`config.mk`:
```
export PLATFORM = sky130hd
export DESIGN_NAME = muller_c_seq
export DESIGN_NICKNAME = d
export VERILOG_FILES = /design/src/rtl/muller_c_seq.sv
export SDC_FILE = /design/constraint.sdc
export NUM_CORES = 1
export LEC_CHECK = 0
export ABC_CLOCK_PERIOD_IN_PS = 3500
export CORE_AREA = 2 2 91 93
export CTS_CLUSTER_DIAMETER = 40
export DETAILED_ROUTE_END_ITERATION = 8
export DIE_AREA = 0 0 93 95
export GPL_ROUTABILITY_DRIVEN = 0
export PLACE_DENSITY = 0.86
export SYNTH_ARGS = -nofsm -noshare
export SYNTH_HDL_FRONTEND = slang
export SYNTH_SLANG_ARGS = --single-unit
```
`constraint.sdc`:
```
create_clock -name clk -period 3.5 [get_ports clk]
set_clock_uncertainty 0.15 [all_clocks]
set_input_delay 0.35 -clock clk [delete_from_list [all_inputs] [get_ports clk]]
set_output_delay 0.35 -clock clk [all_outputs]
set_load 0.005 [all_outputs]
```
`src/rtl/muller_c_seq.sv`:
```
// muller_c_seq: clocked 4-phase rise/fall sequencer driving an N-input Muller C-element join.
// Optional macro MULLER_C_SEQ_ROTATE_EN rotates the first driven bit after each completed transaction.
module muller_c_seq #(
    parameter int N     = 6,
    parameter int DLY_W = 8,
    parameter int TO_W  = 16
) (
    input  logic             clk,
    input  logic             rst_n,
    input  logic             start,
    input  logic [DLY_W-1:0] stagger,
    input  logic [TO_W-1:0]  timeout,
    input  logic             c_out,
    output logic [N-1:0]     c_in,
    output logic             busy,
    output logic             done,
    output logic             err_timeout,
    output logic             err_early,
    output logic [TO_W-1:0]  rise_cycles
);
    localparam int               IDX_W    = (N > 1) ? $clog2(N) : 1;
    localparam logic [N-1:0]     CIN_ONES = {N{1'b1}};
    localparam logic [N-1:0]     CIN_ZERO = {N{1'b0}};
    localparam logic [DLY_W-1:0] DLY_ZERO = {DLY_W{1'b0}};
    localparam logic [TO_W-1:0]  TO_ZERO  = {TO_W{1'b0}};
    localparam logic [TO_W-1:0]  TO_ONES  = {TO_W{1'b1}};
    localparam logic [IDX_W-1:0] IDX_ZERO = {IDX_W{1'b0}};
    localparam logic [IDX_W-1:0] IDX_LAST = IDX_W'(N - 1);

    typedef enum logic [2:0] {
        S_IDLE    = 3'd0,
        S_RISE    = 3'd1,
        S_WAIT_HI = 3'd2,
        S_FALL    = 3'd3,
        S_WAIT_LO = 3'd4,
        S_DONE    = 3'd5,
        S_ERR     = 3'd6
    } state_t;

    state_t           state_q, state_d;
    logic [IDX_W-1:0] idx_q, idx_d;
    logic [DLY_W-1:0] dly_q, dly_d;
    logic [DLY_W-1:0] stg_q, stg_d;
    logic [TO_W-1:0]  to_q, to_d;
    logic [TO_W-1:0]  cnt_q, cnt_d;
    logic [N-1:0]     c_in_q, c_in_d;
    logic             busy_q, busy_d;
    logic             done_q, done_d;
    logic             err_to_q, err_to_d;
    logic             err_early_q, err_early_d;
    logic [TO_W-1:0]  rise_q, rise_d;
    logic             sync1_q, sync2_q;
    logic             c_out_s;
    logic [N-1:0]     bit_s;
    logic [IDX_W-1:0] first_idx_s;
    logic             last_set_s;
    logic             last_clr_s;
    logic             to_hit_s;

    function automatic logic [TO_W-1:0] sat_inc(input logic [TO_W-1:0] v);
        sat_inc = (v == TO_ONES) ? v : v + TO_W'(1);
    endfunction

    function automatic logic [IDX_W-1:0] idx_wrap_inc(input logic [IDX_W-1:0] v);
        idx_wrap_inc = (v == IDX_LAST) ? IDX_ZERO : v + IDX_W'(1);
    endfunction

    assign c_out_s  = sync2_q;
    assign bit_s    = N'(1'b1) << idx_q;
    assign to_hit_s = (to_q != TO_ZERO) && (cnt_q == to_q);

`ifdef MULLER_C_SEQ_ROTATE_EN
    logic [IDX_W-1:0] rot_q, rot_d;
    // Start position only moves after a clean completion, so a failing pattern repeats.
    assign first_idx_s = rot_q;
    assign last_set_s  = ((c_in_q | bit_s) == CIN_ONES);
    assign last_clr_s  = ((c_in_q & ~bit_s) == CIN_ZERO);

    // Rotation register
    always_ff @(posedge clk or negedge rst_n) begin
        if (!rst_n) begin
            rot_q <= IDX_ZERO;
        end else begin
            rot_q <= rot_d;
        end
    end
`else
    assign first_idx_s = IDX_ZERO;
    assign last_set_s  = (idx_q == IDX_LAST);
    assign last_clr_s  = (idx_q == IDX_LAST);
`endif

    // Next-state, drive pattern and status flag computation
    always_comb begin
        state_d     = state_q;
        idx_d       = idx_q;
        dly_d       = dly_q;
        stg_d       = stg_q;
        to_d        = to_q;
        cnt_d       = cnt_q;
        c_in_d      = c_in_q;
        err_to_d    = err_to_q;
        err_early_d = err_early_q;
        rise_d      = rise_q;
`ifdef MULLER_C_SEQ_ROTATE_EN
        rot_d       = rot_q;
`endif
        case (state_q)
            S_IDLE: begin
                if (start) begin
                    state_d     = S_RISE;
                    idx_d       = first_idx_s;
                    dly_d       = DLY_ZERO;
                    stg_d       = stagger;
                    to_d        = timeout;
                    err_to_d    = 1'b0;
                    err_early_d = 1'b0;
                    rise_d      = TO_ZERO;
                end else begin
                    state_d = S_IDLE;
                end
            end
            S_RISE: begin
                if (c_out_s) begin
                    err_early_d = 1'b1;
                    c_in_d      = CIN_ZERO;
                    state_d     = S_ERR;
                end else if (dly_q != DLY_ZERO) begin
                    dly_d = dly_q - DLY_W'(1);
                end else if (stg_q == DLY_ZERO) begin
                    c_in_d  = CIN_ONES;
                    cnt_d   = TO_ZERO;
                    state_d = S_WAIT_HI;
                end else if (last_set_s) begin
                    c_in_d  = c_in_q | bit_s;
                    cnt_d   = TO_ZERO;
                    state_d = S_WAIT_HI;
                end else begin
                    c_in_d = c_in_q | bit_s;
                    idx_d  = idx_wrap_inc(idx_q);
                    dly_d  = stg_q;
                end
            end
            S_WAIT_HI: begin
                if (c_out_s) begin
                    rise_d  = cnt_q;
                    idx_d   = first_idx_s;
                    dly_d   = DLY_ZERO;
                    state_d = S_FALL;
                end else if (to_hit_s) begin
                    err_to_d = 1'b1;
                    c_in_d   = CIN_ZERO;
                    state_d  = S_ERR;
                end else begin
                    cnt_d = sat_inc(cnt_q);
                end
            end
            S_FALL: begin
                if (!c_out_s) begin
                    err_early_d = 1'b1;
                    c_in_d      = CIN_ZERO;
                    state_d     = S_ERR;
                end else if (dly_q != DLY_ZERO) begin
                    dly_d = dly_q - DLY_W'(1);
                end else if (stg_q == DLY_ZERO) begin
                    c_in_d  = CIN_ZERO;
                    cnt_d   = TO_ZERO;
                    state_d = S_WAIT_LO;
                end else if (last_clr_s) begin
                    c_in_d  = c_in_q & ~bit_s;
                    cnt_d   = TO_ZERO;
                    state_d = S_WAIT_LO;
                end else begin
                    c_in_d = c_in_q & ~bit_s;
                    idx_d  = idx_wrap_inc(idx_q);
                    dly_d  = stg_q;
                end
            end
            S_WAIT_LO: begin
                if (!c_out_s) begin
                    state_d = S_DONE;
                end else if (to_hit_s) begin
                    err_to_d = 1'b1;
                    c_in_d   = CIN_ZERO;
                    state_d  = S_ERR;
                end else begin
                    cnt_d = sat_inc(cnt_q);
                end
            end
            S_DONE: begin
                state_d = S_IDLE;
`ifdef MULLER_C_SEQ_ROTATE_EN
                rot_d   = idx_wrap_inc(rot_q);
`endif
            end
            S_ERR: begin
                c_in_d  = CIN_ZERO;
                state_d = S_IDLE;
            end
            default: begin
                c_in_d  = CIN_ZERO;
                state_d = S_IDLE;
            end
        endcase
        busy_d = (state_d != S_IDLE);
        done_d = (state_d == S_DONE);
    end

    // State, datapath and output registers; c_out passes a 2-flop synchronizer
    always_ff @(posedge clk or negedge rst_n) begin
        if (!rst_n) begin
            state_q     <= S_IDLE;
            idx_q       <= IDX_ZERO;
            dly_q       <= DLY_ZERO;
            stg_q       <= DLY_ZERO;
            to_q        <= TO_ZERO;
            cnt_q       <= TO_ZERO;
            c_in_q      <= CIN_ZERO;
            busy_q      <= 1'b0;
            done_q      <= 1'b0;
            err_to_q    <= 1'b0;
            err_early_q <= 1'b0;
            rise_q      <= TO_ZERO;
            sync1_q     <= 1'b0;
            sync2_q     <= 1'b0;
        end else begin
            state_q     <= state_d;
            idx_q       <= idx_d;
            dly_q       <= dly_d;
            stg_q       <= stg_d;
            to_q        <= to_d;
            cnt_q       <= cnt_d;
            c_in_q      <= c_in_d;
            busy_q      <= busy_d;
            done_q      <= done_d;
            err_to_q    <= err_to_d;
            err_early_q <= err_early_d;
            rise_q      <= rise_d;
            sync1_q     <= c_out;
            sync2_q     <= sync1_q;
        end
    end

    assign c_in        = c_in_q;
    assign busy        = busy_q;
    assign done        = done_q;
    assign err_timeout = err_to_q;
    assign err_early   = err_early_q;
    assign rise_cycles = rise_q;

endmodule

```
---- After elaboration in Yosys (flattened, before gate mapping) ----
Index checks and enable logic that the tools add are counted.
cells by class
  bitwise gates (word level) .............. 4
  $add $sub $neg .......................... 3
  eq/ne operators ......................... 19
  reduce and logical (&&, ||, !) cells .... 19
  shift-type cells ........................ 1
  muxes and demuxes ....................... 60
operators with widths
  cell                                               number
  two-way mux 16 bit                                 11
  case mux 16 bit (4 select lines)                   1
  two-way mux 8 bit                                  7
  two-way mux 3 bit                                  18
  two-way mux 6 bit                                  9
  case mux 16 bit (2 select lines)                   1
  case mux 8 bit (4 select lines)                    1
  case mux 6 bit (5 select lines)                    1
  adder 16 x 1 -> 16 bit (second input constant)     1
  equality test 16 bit                               1
  equality test 16 bit (second input constant)       1
  inequality test 2 bit (second input constant)      8
  nonzero test 16 bit                                1
  case mux 3 bit (5 select lines)                    1
  AND reduction 5 bit                                3
  equality test 3 bit (second input constant)        4
  case mux 3 bit (4 select lines)                    1
  nonzero test 3 bit                                 3
  logical NOT 8 bit                                  1
  AND reduction 4 bit                                2
  nonzero test 4 bit                                 2
  nonzero test 8 bit                                 1
  subtractor 8 x 1 -> 8 bit (second input constant)  1
  two-way mux 1 bit                                  7
  16 further kinds                                   19
storage, ports and cells
  word-level logic and storage cells ...... 120
  output and inout bits ................... 26
  bits of input ports ..................... 28
  register bits ........................... 82

---- Longest topological paths before layout ----
Gate-level depths: netlist of run 1.
  depth in word-level cells ............... 7
  gate-level depth with buffers ........... 9
  gate-level depth less buffers ........... 8

---- Least setup slack after synthesis of run 1 ----
OpenSTA, ideal clock, no wires.
  kind .................................... register -> register
  from .................................... register cnt_q[0]
  to ...................................... register cnt_q[5]
  library setup time ...................... 0.122 ns
  path buffers ............................ 2
  data required time ...................... 3.228 ns
  period minus slack after synthesis ...... 2.518 ns
  arrival ................................. 2.246 ns
  cell stages (with the launch flop) ...... 10
  path slack .............................. 0.982 ns
  path through ............................ dfrtp_1 ha_1 nand3_4 or4_4 or3_1 buf_6 o211ai_4 buf_12 o21ai_0 a21boi_1
on the way
  longest elaborated chain between the ends .. 5
  elaborated cells on any way between the ends .. 9
  classes of those cells .................. add/sub (1); eq/ne (2); mux (5); reduce/logical (1)
RTL lines
  item                                                     line      RTL
  start: declaration                                       45        logic [TO_W-1:0] cnt_q, cnt_d;
  start signal: assignment                                 232       cnt_q <= cnt_d;
  adder 16 x 1 -> 16 bit, or another cell as far along     61        sat_inc = (v == TO_ONES) ? v : v + TO_W'(1);
  two-way mux 16 bit or logical AND 1 bit (tied branches)  61, 70
  two-way mux 16 bit *                                     150, 182
  two-way mux 16 bit, on equally long branches             180, 145
  case mux 16 bit (4 select lines) *                       108       case (state_q)
Mark *: on every way between the ends. The rest lies on a longest branch, timed or not. The select of a mux whose other input is x is not followed.
A chain may end at the register's enable or synchronous reset.

---- Final worst setup path of run 1 ----
  from .................................... register cnt_q[0]
  to ...................................... register cnt_q[2]
Same word-level chain as after synthesis.

==> impl_metrics.tcl, run 1 <==
set metrics [dict create \
    dpl.hpwl_mm 7.18 \
    drt_iter0_drc 545 \
    die_h_um 95 \
    vias 3593 \
    initial_core_util_pct 54.1 \
    min_path_type "primary input to asynchronous set/reset pin" \
    chipWidth_um 93 \
    setup_viol 0 \
    grt_pass1_wl_mm 16.8 \
    fin_hold_ws_ns -0.00969 \
    io_pins 54 \
    clkTransAtPathRegs_ns 0.08 \
    cp_max_fo 14 \
    slew-limit-headroom_pct 26.4 \
    final_nets 507 \
    critPathArrivalTime_ns 2.99 \
    post-route-period-util_pct 82.4 \
    post-cts-setup-buffers 0 \
    peakVddDrop_v 0.000516 \
    met3_usage_pct 6.38 \
    numCtsBuffers 9 \
    synthesis.nets 461 \
    violations "negative hold slack" \
    hold_viol 13 \
    worstSetupPathType "flip-flop to flip-flop" \
    tns_ns 0 \
    seq_area_frac_synth_pct 47.8 \
    rr_endpoint "cnt_q[2]$_DFFE_PN0P_" \
    cap_violations 0 \
    rr_startpoint "cnt_q[0]$_DFFE_PN0P_" \
    async_flop_share_pct 100 \
    drv_slew 0 \
    run_status "finished, violations left" \
    start_kind "flip-flop" \
    cts_tree "done" \
    ys.flop_type "dfrtp_1" \
    cts-htree-levels 3 \
    worstMarginPinSlew_ns 1.10 \
    max_freq_mhz 347 \
    gr-total-overflow 0 \
    port_buffers 53 \
    wl_mm 10.2 \
    yosys.area.top_type_share_pct 47.8 \
    wl_per_cell_um 17.7 \
    p_leak_nw 2.12 \
    grt_max_degree 83 \
    cp-end-kind "flip-flop" \
    synthCells 425 \
    ys_ff_latch 82 \
    synth_area_leaders "dfrtp_1, mux2_2, a21oi_1" \
    busiest_layer "met2" \
    cts_resized 0 \
    core_um2 7930 \
    synth.distinct_cells 58 \
    drcViolationCount 0 \
    crit_path_max_incr_delay_ns 0.56 \
    worstPathCellList "ha_1 -> nand3_4 -> or4_4 -> or3_1 -> o211ai_4 -> nor3b_1 -> a221o_1" \
    antenna_cells 0 \
    rsz0062_at_grt "false" \
    die-area_um2 8840 \
    drive_gt1_share_pct 11.8 \
    num_rows 33 \
    dr.pass1.iters 5 \
    r2r_slack_ns 0.62 \
    vias_per_cell 6.21 \
    ant_nets 0 \
    synth_top_cell_by_area "dfrtp_1" \
    met1_usage_pct 34.0 \
    clk_path_buf_depth 2 \
    crit_required_ns 3.60 \
    root_buffer "clkbuf_8" \
    syn_area_um2 4290 \
    post_synth.cell_area_avg_um2 10.1 \
    syn2layout_area_growth_pct 18.0 \
    antenna_found_initial 0 \
    yosys_warnings 0 \
    clock-sinks 82 \
    grt_use_met2_pct 37.9 \
    power_density_nw_per_um2 752 \
    reg2reg_depth 7 \
    cp_slowest_cell "or4_4" \
    grt_pass1_vias 3381 \
    clock_latency_ns 0.37 \
    min_period_ns 2.88 \
    cts_hold_buf 0 \
    grt.total_usage_pct 24.8 \
    synth_edf_count 0 \
]
cell usage after synthesis (all sizes together) (5+ instances only):
cell type / n
a22o: 16
o31ai: 5
nand3: 10
nor4: 14
o21ai: 29
xor2: 16
nand2: 43
nor3: 10
clkbuf: 14
a31oi: 8
nand2b: 7
mux2: 24
nor3b: 5
nor2: 31
a21oi: 31
or4: 5
buf: 6
ha: 8
inv: 10
dfrtp: 82
power breakdown:
group	switching (mW)	leakage, nW	internal (mW)
Clock	0.327	0.105	0.412
Combinational	0.832	0.945	0.670
Sequential	0.355	1.07	1.21
Total	1.51	2.12	2.30
layout make-up:
class,instances,area (um2)
fill,607,2860
tap,105,131
clock buffer,11,141
timing repair buffer,55,543
inverter,10,37.5
clock inverter,3,65.1
multi-input combinational,313,2100
sequential,82,2050
cells in the final DEF, fill, tap and decap left out, types with 3 or more instances in the layout:
master / count
o21ai_1: 3
or4_1: 3
nor3b_1: 5
buf_4: 3
nand2b_1: 7
nor3_1: 8
a22o_1: 16
and3_1: 3
o31ai_1: 5
ha_1: 8
and2_1: 3
o21a_1: 3
nor2b_1: 4
o21ai_0: 26
nand2_2: 3
a41oi_1: 4
clkbuf_8: 10
dfrtp_1: 82
nor4_1: 14
clkdlybuf4s50_1: 52
o22ai_1: 3
or3_1: 3
mux2_2: 24
a2bb2oi_1: 3
a31oi_1: 7
nor2_1: 31
a21oi_1: 30
nand3_1: 9
inv_1: 10
xor2_1: 16
nand2_1: 39
sequential cells by signal, summed over array words and instances, names as in the netlist:
| signal | cells |
|---|---|
| err_early | 1 |
| busy | 1 |
| c_in | 6 |
| dly_q | 8 |
| c_out_s | 1 |
| stg_q | 8 |
| done | 1 |
| sync1_q | 1 |
| idx_q | 3 |
| to_q | 16 |
| rise_cycles | 16 |
| cnt_q | 16 |
| state_q | 3 |
| err_timeout | 1 |
kinds of logic after synthesis:
group / share of synthesized area, %
fa+ha+maj: 2.33
buf+inv: 3.47
xor+xnor: 3.27
compound gates: 18.2
simple gates: 18.1
flops: 47.8
mux: 6.76
metrics by stage:
step / total power, mW / worst slack (ns) / instance area (um2) / util, % / std cells
after global placement: 2.95 / 0.771 / 4860 / 61.3 / 565
after detailed placement: 3.04 / 0.695 / 4860 / 61.3 / 565
final: 3.81 / 0.616 / 5070 / 63.9 / 579
after CTS: 3.79 / 0.682 / 5070 / 63.9 / 579
after global routing: 4.07 / 0.530 / 5070 / 63.9 / 579
after floorplan: 2.61 / 0.982 / 4290 / - / 425
how the worst max path moves through the flow:
stage	from	end	depth (start not counted)
2_1_floorplan	cnt_q[0]$_DFFE_PN0P_	cnt_q[5]$_DFFE_PN0P_	9
3_3_place_gp	cnt_q[1]$_DFFE_PN0P_	cnt_q[2]$_DFFE_PN0P_	7
3_5_place_dp	cnt_q[1]$_DFFE_PN0P_	cnt_q[2]$_DFFE_PN0P_	7
4_1_cts	cnt_q[1]$_DFFE_PN0P_	cnt_q[2]$_DFFE_PN0P_	7
5_1_grt	dly_q[3]$_DFFE_PN0P_	busy$_DFF_PN0_	6
6_report	cnt_q[0]$_DFFE_PN0P_	cnt_q[2]$_DFFE_PN0P_	7
worst max-delay path: cells and delay by family (launching register included):
kind | cells | cell delay, ns
flops | 1 | 0.48
compound gates | 2 | 0.55
fa+ha+maj | 1 | 0.28
simple gates | 4 | 1.31
metal layers:
layer  wire, um  part of all wire (%)
met1       4420                    43
met2       4840                    47
met3        725                   7.1
met4        247                   2.4
met5          0                     0
No activity file was read; power rests on OpenSTA's default activity.
==> run 2: changes to the inputs <==
- ABC_CLOCK_PERIOD_IN_PS: 3500 -> 2450
- CORE_AREA: 2 2 91 93 -> 2 2 96 98
- DIE_AREA: 0 0 93 95 -> 0 0 98 100
- PLACE_DENSITY: 0.86 -> 0.82
- clock period: 3.5 -> 2.45 ns (I/O delays scaled with it)
==> run 2 against run 1 <==
The flow now finishes without violations. Cell count up 9.5%. Fmax grew 20%. Final area grew 9.8%. Sequential power is 36% higher. Via count is 7.1% higher. Critical path type unchanged. Largest cell class unchanged. Largest power group is now combinational logic.
==> impl_metrics.tcl, run 2 (synthesized netlist as in run 1, its figures left out) <==
set metrics [dict create \
    post-route-util_pct 62.6 \
    place_area_um2 5180 \
    dpl.hpwl_mm 8.04 \
    clkTransAtPathRegs_ns 0.08 \
    fin_hold_ws_ns 0.193 \
    clock_latency_ns 0.35 \
    die_h_um 100 \
    hold_viol 0 \
    cp_slowest_cell "or4b_1" \
    run_status "finished clean" \
    root_buffer "clkbuf_8" \
    wl_per_cell_um 18.6 \
    tns_ns 0 \
    worstMarginPinSlew_ns 0.792 \
    fin_area_um2 5560 \
    drive_gt1_share_pct 23.3 \
    worstSetupPathType "flip-flop to flip-flop" \
    grt_max_degree 33 \
    final_nets 557 \
    clock-sinks 82 \
    cap_violations 0 \
    p_leak_nw 2.42 \
    total_power_mw 5.99 \
    fillCellCount 705 \
    start_kind "flip-flop" \
    vias 3847 \
    grt_pass1_wl_mm 18.8 \
    vias_per_cell 6.07 \
    drv_slew 0 \
    grt.total_usage_pct 24.1 \
    layout_common_cells "dfrtp_1, clkdlybuf4s50_1, buf_4, nand2_1, nor2_1" \
    max_freq_mhz 416 \
    post-place-ws_ns -0.0781 \
    power_density_nw_per_um2 1080 \
    chipWidth_um 98 \
    initial_core_util_pct 48.3 \
    worst-path-buf-inv 1 \
    stdcell_count 634 \
    cts-htree-levels 3 \
    min_period_ns 2.40 \
    finalWorstSetupSlack_ns 0.0475 \
    final_common_cell "dfrtp_1" \
    peakVddDrop_v 0.000618 \
    die-area_um2 9800 \
    critPathArrivalTime_ns 2.48 \
    num_rows 35 \
    worstPathCellList "nor4_1 -> nand4_1 -> nand3_2 -> buf_4 -> o31ai_1 -> o2bb2ai_2 -> or4b_1" \
    min_path_type "primary input to flip-flop" \
    slew-limit-headroom_pct 47.2 \
    place_inst 611 \
    grt_pass1_vias 3770 \
    post-route-period-util_pct 98.1 \
    cp_max_fo 3 \
    antenna_found_initial 0 \
    drt_iter0_drc 493 \
    drcViolationCount 0 \
    syn2layout_area_growth_pct 29.6 \
    cp-end-kind "flip-flop" \
    wl_mm 11.8 \
    port_buffers 53 \
    gr-total-overflow 0 \
    crit_required_ns 2.52 \
    crit_path_max_incr_delay_ns 0.52 \
    io_pins 54 \
    clk_path_buf_depth 2 \
    crit_family "simple AND/OR/NAND/NOR gates" \
    numCtsBuffers 9 \
    antenna_cells 0 \
    setup_viol 0 \
    ant_nets 0 \
    dr.pass1.iters 6 \
    cts_tree "done" \
    core_um2 8890 \
]
==> run 2: worst register-to-register path: stages, from the launching register on <==
cell and delay [ns]:
dfrtp_1 0.42, nor4_1 0.35, nand4_1 0.26, nand3_2 0.19
buf_4 0.14, o31ai_1 0.08, o2bb2ai_2 0.15, or4b_1 0.52
==> run 2: power by group <==
group	switching, mW	total (mW)	internal (mW)
clock network	0.471	1.16	0.688
logic	1.45	2.70	1.24
registers	0.398	2.14	1.74
total	2.32	5.99	3.67
==> run 2: final timing paths <==
kind,slack (ns),cells after the start,startpoint,to
worst min register to register,0.22,0,sync1_q$_DFF_PN0_,c_out_s$_DFF_PN0_
worst max-delay path,0.05,7,to_q[3]$_DFFE_PN0P_,busy$_DFF_PN0_
worst min-delay path,0.19,1,c_out,sync1_q$_DFF_PN0_
max in group asynchronous,1.28,3,rst_n,cnt_q[0]$_DFFE_PN0P_
min in group asynchronous,0.21,2,rst_n,dly_q[2]$_DFFE_PN0P_
worst max register to register,0.05,7,to_q[3]$_DFFE_PN0P_,busy$_DFF_PN0_
==> run 2: final cells by class <==
cell class | instances | area (um2) | share of cell area, %
multi-input combinational | 313 | 2180 | 39.1
sequential | 82 | 2050 | 36.9
timing repair buffer | 105 | 928 | 16.7
tap | 111 | 139 | 2.50
clock buffer | 10 | 138 | 2.47
clock inverter | 3 | 90.1 | 1.62
inverter | 10 | 37.5 | 0.675
==> run 2: timing repair <==
item	CTS	global route
setup endpoints to repair	14	32
setup buffers	3	6
pin swaps	1	9
hold endpoints to repair	29	0
hold buffers	1	0
resized for setup	2	15
==> run 2: per-layer routing <==
layer  GRT usage [%]  vias up  share of wire, %
met1            31.8     1855                40
met3            4.67       31               9.2
li1                -     1734                 -
met2            40.7      227                48
met5               0        -                 0
met4            7.69        0               2.3
==> run 3: changes to the inputs <==
- ABC_AREA: not set -> 1
- CORE_AREA: 2 2 96 98 -> 2 2 98 100
- DIE_AREA: 0 0 98 100 -> 0 0 100 102
- PLACE_DENSITY: 0.82 -> 0.83
==> run 3 against run 2 <==
Global-route usage up 0.60 points. Die area up 4.1%. Fmax rose by 8.5%. Non-clock buffer count is 40 lower. Sequential power fell by 10%. Via count rose by 17%. Hold slack worse by 0.012 ns.
==> impl_metrics.tcl, run 3 <==
set metrics [dict create \
    run_status "finished clean" \
    root_buffer "clkbuf_8" \
    cp_slowest_cell "dfrtp_1" \
    drt_iter0_drc 354 \
    clk_path_buf_depth 2 \
    yosys.area.top_type_share_pct 44.7 \
    layout_common_cells "nand2_1, o21ai_0, dfrtp_1, inv_1, nor2_1" \
    min_period_ns 2.21 \
    port_buffers 53 \
    crit_top_cell "nand2_1" \
    max_freq_mhz 452 \
    post-cts-setup-buffers 0 \
    wl_per_cell_um 15.1 \
    wl_mm 12.2 \
    chipWidth_um 100 \
    core_um2 9110 \
    worstPathCellList "ha_1 -> nand2_1 -> nor2_2 -> nand2_1 -> nor3_1 -> nand3_1 -> nand3_1 -> nand2_1 -> buf_4 -> nand3_1 -> nand2_1" \
    gr-total-overflow 0 \
    min_path_cells 1 \
    vias 4515 \
    initial_core_util_pct 50.4 \
    synthesis.nets 669 \
    clock-sinks 82 \
    hold_viol 0 \
    place_inst 792 \
    vias_per_cell 5.59 \
    ys.flop_type "dfrtp_1" \
    synth.distinct_cells 32 \
    grt_pass1_wl_mm 20.3 \
    tns_ns 0 \
    antenna_found_initial 0 \
    cap_violations 0 \
    rsz0062_at_grt "false" \
    synthCells 633 \
    die-area_um2 10200 \
    worst-path-stages 11 \
    post-route-period-util_pct 90.4 \
    dr.pass1.iters 5 \
    p_leak_nw 2.57 \
    synth_most_common_cell "nand2_1" \
    synth_commonest_cells "nand2_1, dfrtp_1, o21ai_0" \
    antenna_cells 0 \
    seq_area_frac_synth_pct 44.7 \
    reg2reg_depth 11 \
    worst-path-buf-inv 1 \
    min_path_type "primary input to flip-flop" \
    setup_viol 0 \
    drcViolationCount 0 \
    fillCellCount 810 \
    crit_required_ns 2.55 \
    dpl.hpwl_mm 8.89 \
    cts_tree "done" \
    start_kind "flip-flop" \
    io_pins 54 \
    clkTransAtPathRegs_ns 0.08 \
    die_h_um 102 \
    ys_ff_latch 82 \
    finalWorstSetupSlack_ns 0.236 \
    power_density_nw_per_um2 1000 \
    slew-limit-headroom_pct 61.9 \
    clock_latency_ns 0.36 \
    crit_path_max_incr_delay_ns 0.45 \
    yosys_warnings 0 \
    worstSetupPathType "flip-flop to flip-flop" \
    numCtsBuffers 9 \
    drv_slew 0 \
    final_common_cell "nand2_1" \
    cp-end-kind "flip-flop" \
    synth_top_cell_by_area "dfrtp_1" \
    grt.total_usage_pct 24.7 \
    num_rows 35 \
    crit_family "simple AND/OR/NAND/NOR gates" \
    cp_max_fo 16 \
    syn_area_um2 4590 \
    synth_edf_count 0 \
    post-place-ws_ns 0.226 \
    worstMarginPinSlew_ns 0.570 \
    ant_nets 0 \
    drive_gt1_share_pct 7.17 \
    synth_area_leaders "dfrtp_1, nand2_1, o21ai_0" \
    syn2layout_area_growth_pct 19.3 \
    cts-htree-levels 3 \
    peakVddDrop_v 0.000419 \
    grt_max_degree 44 \
    stdcell_count 808 \
    post_synth.cell_area_avg_um2 7.26 \
    final_nets 729 \
    grt_pass1_vias 4327 \
    critPathArrivalTime_ns 2.31 \
    async_flop_share_pct 100 \
]
-- run 3: cell types whose count changed after synthesis, moves of 24 or more --
cell	change
a21oi_1	-25
inv_1	+62
mux2_2	-24
nand2_1	+147
nand3_1	+34
nor2_1	+35
o21ai_0	+56
-- run 3: metrics by stage --
step	utilization, %	instance area (um2)	total power [mW]	hold slack (ns)
2_1_floorplan	-	4590	3.70	-0.201
6_report	60.1	5480	5.49	0.181
5_1_grt	60.1	5480	5.89	0.174
3_3_place_gp	58.0	5290	4.39	0.0974
3_5_place_dp	58.0	5290	4.53	0.103
4_1_cts	60.1	5480	5.45	0.176
-- run 3: worst paths after layout --
| path | start | to | slack [ns] |
|---|---|---|---|
| setup / recovery | cnt_q[0]$_DFFE_PN0P_ | cnt_q[10]$_DFFE_PN0P_ | 0.24 |
| hold / removal | c_out | sync1_q$_DFF_PN0_ | 0.18 |
| setup reg to reg | cnt_q[0]$_DFFE_PN0P_ | cnt_q[10]$_DFFE_PN0P_ | 0.24 |
| hold reg to reg | sync1_q$_DFF_PN0_ | c_out_s$_DFF_PN0_ | 0.21 |
| max in group asynchronous | rst_n | to_q[9]$_DFFE_PN0P_ | 1.27 |
| min in group asynchronous | rst_n | dly_q[7]$_DFFE_PN0P_ | 0.25 |
-- run 3: area by class of cell --
cell class	instances	area [um2]	area share (%)
clock buffers	11	151	2.76
clock inverters	4	27.5	0.503
inverters	79	297	5.41
multi-input cells	456	2170	39.5
flip-flops and latches	82	2050	37.5
well taps	111	139	2.54
repair buffers	65	646	11.8
-- run 3: worst reg2reg max path, cell delays in order (launching register included) --
cell and delay, ns:
dfrtp_1 0.45, ha_1 0.23, nand2_1 0.12, nor2_2 0.21, nand2_1 0.12, nor3_1 0.18
nand3_1 0.13, nand3_1 0.11, nand2_1 0.05, buf_4 0.19, nand3_1 0.10, nand2_1 0.06
-- run 3: kinds of logic (layout without fill, tap and decap cells) --
| logic type | Yosys count | in the layout | synth area share (%) |
|---|---|---|---|
| simple gates | 336 | 336 | 31.2 |
| compound gates | 102 | 102 | 11.7 |
| flops | 82 | 82 | 44.7 |
| fa+ha+maj | 8 | 8 | 2.18 |
| xor+xnor | 10 | 10 | 1.91 |
| buf+inv | 95 | 159 | 8.28 |
-- run 3: repair_timing --
item | in CTS | in global routing
hold buffers | 1 | 0
endpoints found under the setup margin | 0 | 3
hold endpoints to repair | 37 | 0
resized for setup | 0 | 1
-- run 3: report_power, final --
part,switching (mW),internal (mW)
logic,1.79,0.850
clock network,0.505,0.416
registers,0.246,1.68
total,2.55,2.95
-- run 3: layer usage --
metal  track usage [%]  vias to the layer above  wire (um)
li1                  -                     2146          -
met1              30.6                     2147       4990
met2              43.3                      176       6130
met3              5.06                       46        685
met4              8.96                        0        367
met5                 0                        -          0
